File: config.mk
export PLATFORM = sky130hd
export DESIGN_NAME = div23_seq_flat
export DESIGN_NICKNAME = d
export VERILOG_FILES = /design/src/rtl/div23_seq_if.sv /design/src/rtl/div23_seq.sv /design/src/flat_wrapper.sv
export SDC_FILE = /design/constraint.sdc
export NUM_CORES = 1
export LEC_CHECK = 0
export ABC_AREA = 0
export ABC_CLOCK_PERIOD_IN_PS = 2200
export CORE_ASPECT_RATIO = 1.25
export CORE_MARGIN = 4
export CORE_UTILIZATION = 25
export DETAILED_ROUTE_END_ITERATION = 10
export GPL_TIMING_DRIVEN = 0
export SLEW_MARGIN = 20
export SYNTH_ARGS = -nofsm -noshare
export SYNTH_HDL_FRONTEND = slang
export SYNTH_SLANG_ARGS = --single-unit
export TNS_END_PERCENT = 30
File: constraint.sdc
create_clock -name clk -period 2.2 [get_ports clk]
set_clock_uncertainty 0.15 [all_clocks]
set_input_delay 0.44 -clock clk [delete_from_list [all_inputs] [get_ports clk]]
set_output_delay 0.44 -clock clk [all_outputs]
set_load 0.02 [all_outputs]
File: src/rtl/div23_seq_if.sv
// Handshake bundle for div23_seq: dividend in on a valid/ready pair, and
// quotient plus remainder out on a valid/ready pair.
interface div23_seq_if #(
    parameter int DW = 16
);
    logic          in_valid;
    logic [DW-1:0] in_x;
    logic          in_ready;
    logic          out_valid;
    logic          out_ready;
    logic [DW-1:0] out_q;
    logic [4:0]    out_r;

    // Producer/consumer side (drives the dividend, takes the result)
    modport master (
        output in_valid, in_x, out_ready,
        input  in_ready, out_valid, out_q, out_r
    );

    // Divider side
    modport slave (
        input  in_valid, in_x, out_ready,
        output in_ready, out_valid, out_q, out_r
    );
endinterface

File: src/rtl/div23_seq.sv
// Sequential unsigned divide-by-23, radix 4: two dividend bits per BUSY cycle,
// quotient digit and remainder from a compare-subtract against 23/46/69.
module div23_seq #(
    parameter int DW = 16
) (
    input  logic        clk,
    input  logic        rst_n,
    div23_seq_if.slave  bus
);
    localparam int STEPS = DW / 2;
    localparam int CW    = $clog2(STEPS + 1);

    typedef enum logic [1:0] {IDLE, BUSY, DONE} state_t;

    state_t        state, state_nxt;
    logic [DW-1:0] shreg;
    logic [DW-1:0] quo;
    logic [4:0]    rem;
    logic [CW-1:0] cnt;
    logic          live;
    logic          accept;
    logic          last;
    logic [6:0]    stp;

    // Returns {digit[1:0], new_rem[4:0]} for t = 4*r + d, with r <= 22 so t <= 91.
    function automatic logic [6:0] div_step(input logic [4:0] r, input logic [1:0] d);
        logic [6:0] t;
        logic [6:0] rn;
        logic [1:0] qd;
        t = {r, d};
        if (t >= 7'd69) begin
            qd = 2'd3;
            rn = t - 7'd69;
        end else if (t >= 7'd46) begin
            qd = 2'd2;
            rn = t - 7'd46;
        end else if (t >= 7'd23) begin
            qd = 2'd1;
            rn = t - 7'd23;
        end else begin
            qd = 2'd0;
            rn = t;
        end
        return {qd, rn[4:0]};
    endfunction

    assign stp    = div_step(rem, shreg[DW-1 -: 2]);
    assign last   = (cnt == CW'(STEPS - 1));
    assign accept = bus.in_ready && bus.in_valid;

    // live holds in_ready low while reset is asserted, even though state is IDLE
    always_ff @(posedge clk or negedge rst_n) begin
        if (!rst_n) begin
            state <= IDLE;
            live  <= 1'b0;
        end else begin
            state <= state_nxt;
            live  <= 1'b1;
        end
    end

    always_comb begin
        state_nxt     = state;
        bus.in_ready  = 1'b0;
        bus.out_valid = 1'b0;
        case (state)
            IDLE: begin
                bus.in_ready = live;
                if (live && bus.in_valid) state_nxt = BUSY;
            end
            BUSY: begin
                if (last) state_nxt = DONE;
            end
            DONE: begin
                bus.out_valid = 1'b1;
                if (bus.out_ready) state_nxt = IDLE;
            end
            default: state_nxt = IDLE;
        endcase
    end

    always_ff @(posedge clk or negedge rst_n) begin
        if (!rst_n) begin
            shreg <= '0;
            quo   <= '0;
            rem   <= '0;
            cnt   <= '0;
        end else if (accept) begin
            shreg <= bus.in_x;
            quo   <= '0;
            rem   <= '0;
            cnt   <= '0;
        end else if (state == BUSY) begin
            shreg <= shreg << 2;
            quo   <= (quo << 2) | DW'(stp[6:5]);
            rem   <= stp[4:0];
            cnt   <= cnt + CW'(1);
        end
    end

    assign bus.out_q = quo;
    assign bus.out_r = rem;
endmodule

File: src/flat_wrapper.sv
// flat-port wrapper written by rule: the top's interface ports become plain ports
module div23_seq_flat 
#(
    parameter int DW = 16
)
  (clk, rst_n, bus_in_valid, bus_in_x, bus_out_ready, bus_in_ready, bus_out_valid, bus_out_q, bus_out_r);
  div23_seq_if #(.DW(DW)) bus_i ();
  input  logic clk;
  input  logic rst_n;
  input wire logic [$bits(bus_i.in_valid)-1:0] bus_in_valid;
  input wire logic [$bits(bus_i.in_x)-1:0] bus_in_x;
  input wire logic [$bits(bus_i.out_ready)-1:0] bus_out_ready;
  output wire logic [$bits(bus_i.in_ready)-1:0] bus_in_ready;
  output wire logic [$bits(bus_i.out_valid)-1:0] bus_out_valid;
  output wire logic [$bits(bus_i.out_q)-1:0] bus_out_q;
  output wire logic [$bits(bus_i.out_r)-1:0] bus_out_r;
  assign bus_i.in_valid = bus_in_valid;
  assign bus_i.in_x = bus_in_x;
  assign bus_i.out_ready = bus_out_ready;
  assign bus_in_ready = bus_i.in_ready;
  assign bus_out_valid = bus_i.out_valid;
  assign bus_out_q = bus_i.out_q;
  assign bus_out_r = bus_i.out_r;
  div23_seq #(.DW(DW)) u_core (.clk(clk), .rst_n(rst_n), .bus(bus_i));
endmodule
==> metrics <==
Reg-to-Reg End=u_core.bus.out_r[3]; layout cell share with drive strength beyond 1=11.4%; Layout fillers=861; post-placement cell count=371; min Tclk post-route=2120 ps; number of max-cap violations=0; sequential share of the synthesized area=50.4%; gpl congestion=0.834; max_slew headroom=65.8%; largest fanout on the critical path=7; Lkg Pwr=0.00129 uW; Rows=37; synthesized flop and latch total=44; DRT Pass-1 Iters=4; vias in the first global route=1834; CP Data Arrival Time=2150 ps; initial antenna violation count=0; core area=8380 um^2; Yosys Warn Count=0; die span in x=91.6 um; leading area contributor after synthesis=dfrtp_1; status=complete, no violations; Net Sw Power=1920 uW; Hold Path Stages=2; Switching Share=43.2%; Max Freq=471 MHz; Int Pwr=2530 uW; commonest non-fill, non-tap cells in the layout=dfrtp_1, nand2_1, clkdlybuf4s50_1; Slew Viols, Final=0; Synth area leaders=dfrtp_1, nand2_1, a22o_1; R2R Path Start=u_core.shreg[15]; non-filler cells, final=380; Worst Reg-to-Reg Cells=6; Syn Area/Cell=10.3 um^2; H-tree levels=2; CTS tree=built; syn_nets=238; overall power=4440 uW; Gate Count Post-Synth=211; CP Capture Point=u_core.bus.out_r[3]; Num CTS Buffers=5; Crit. End Element=flop; FF/Latch Area=1100 um^2; Pwr Density=1530 nW/um^2; Synth cell types=45; hpwl dp=3970 um; nets@finish=289; Clock Tree Root=clkbuf_8; final setup fails=0; Cell Area, Synth=2180 um^2; R2R Setup Slk=80 ps; Worst Path Required=2230 ps; Initial DRC Count=94; starting density of the core=26.1%; clock slew at reported path FFs=90 ps; Worst-Skew Late Latency=300 ps; antenna cell count=0; share of the synthesized area in the top cell type=50.4%; Slew @ Worst Pin=513 ps; largest net degree at the start of global routing=27; area of the multi-input gates=1010 um^2; grt ovf=0; Final ANT Viol Nets=0; drc violations=0; Global Route Usage Sum=10.9%; Min-Delay Path Class=reg -> reg; Die Y=112 um; sequential power share=32.9%; Final Hold Fails=0; total number of vias=1774; per-cell routed wire length=14.2 um; maximum VDD drop=0.000508 V; CP startpoint=u_core.shreg[15]; Sinks on Clock Net=44; RSZ-0062 raised after global routing=no; Clk pwr share=14.4%; top-level port count=43; final WL=5390 um; Tcrit/Tclk final=96.4%; die area=10300 um^2; Max clock buf depth=2; Port Buffers=42; Comb power frac=52.8%; Setup Crit Path Kind=reg -> reg; vias per cell=4.67; commonest non-fill, non-tap cell in the layout=dfrtp_1; Layout area overhead=33.4%; Startpoint Class=flop; first-pass GRT wire length=9200 um
## power groups by stage
stage | clock network [uW] | logic (uW) | registers (uW)
floorplan | 0 | 1410 | 1570
global placement | 0 | 2300 | 1460
detailed placement | 0 | 2320 | 1470
CTS | 657 | 2330 | 1460
global route | 692 | 2580 | 1520
finish | 638 | 2340 | 1460
## worst min path at each step
stage,slack [ps],from,endpoint
2_1_floorplan,-6,rst_n,u_core.bus.out_q[0]
3_3_place_gp,310,u_core.shreg[10],u_core.shreg[10]
3_5_place_dp,260,rst_n,u_core.bus.out_q[15]
4_1_cts,340,u_core.shreg[10],u_core.shreg[10]
5_1_grt,370,u_core.shreg[2],u_core.shreg[2]
6_report,330,u_core.shreg[10],u_core.shreg[10]
## per-layer routing
metal / part of all wire, % / track usage, % / vias up
met4: 1.7 / 3.42 / 0
met1: 43 / 13.5 / 857
met2: 50 / 19.0 / 44
li1: - / - / 864
met3: 4.7 / 2.28 / 9
met5: 0 / 0 / -
## repair_timing
action | in CTS | in global routing
setup endpoints to repair | 2 | 4
hold buffers | 1 | 0
resized for setup | 2 | 5
pin swaps | 0 | 0
gates cloned | 0 | 0
setup buffers | 0 | 0
hold endpoints to repair | 18 | 0
## kinds of logic (layout without fill, tap and decap cells)
| family | count (synthesis) | after routing | synth area share, % |
|---|---|---|---|
| AO/OA/AOI/OAI | 65 | 65 | 23.7 |
| AND/OR/NAND/NOR | 67 | 67 | 14.6 |
| flip-flops | 44 | 44 | 50.4 |
| other | 1 | 1 | 0.172 |
| adder cells (fa/ha/maj) | 7 | 7 | 4.01 |
| buffers and inverters | 20 | 72 | 4.30 |
| XOR/XNOR | 7 | 7 | 2.81 |
## cell type report
class / instances / area share [%]
Inverter: 6 / 0.774
Multi-Input combinational cell: 147 / 34.6
Timing Repair Buffer: 44 / 15.3
Tap cell: 117 / 5.03
Sequential cell: 44 / 37.9
Buffer: 14 / 2.45
Clock inverter: 3 / 1.59
Clock buffer: 5 / 2.36
## through the flow
stage	util, %	worst slack, ps	area, um^2	TNS [ps]	hold slack [ps]
floorplan	-	246	2180	0	-5.59
global placement	32.8	-706	2750	-32450	313
detailed placement	33.0	-44.1	2770	-407	264
CTS	34.5	36.7	2890	0	337
global route	34.7	3.19	2910	0	371
finish	34.7	78.8	2910	0	331
## state kept, by name (all words and copies together) (netlist names)
name and cells:
u_core.shreg 16, u_core.live 1, u_core.bus.out_r 5, u_core.cnt 4
u_core.bus.out_q 16, u_core.state 2
## cell usage after synthesis
cell type  instances
a32o_1             1
a31o_1             1
inv_1              6
and2_4             1
a221o_1            3
dfrtp_1           44
a31oi_1            3
buf_4              1
a2111oi_4          1
ha_1               7
nand4_1            2
a22oi_1           12
o211a_1            1
a21oi_2            3
o21ai_1            4
xor2_1             5
nor3_1             4
buf_6              1
o31ai_1            1
o2bb2ai_1          1
conb_1             1
clkbuf_1           6
nor2_1             6
nor2b_2            1
nand4_2            1
a22o_1            15
a21oi_1            4
nand2_1           40
o22ai_1            3
and2_1             1
o21ai_0            5
and4_1             1
nand3b_1           2
a31oi_2            2
nor2b_1            3
a21o_1             2
xnor2_1            2
nand3_1            2
a211oi_1           1
a32oi_1            1
nor4bb_1           1
a211o_1            1
buf_2              6
nand2b_1           1
nor3b_1            1
## critical path: stages (launching register included)
cell and delay [ps]:
dfrtp_2 480, ha_1 260, a21o_1 200, a21oi_2 320, nand4_1 170, o211a_1 160
a221o_1 250
Power figures use the tool's default switching activity.
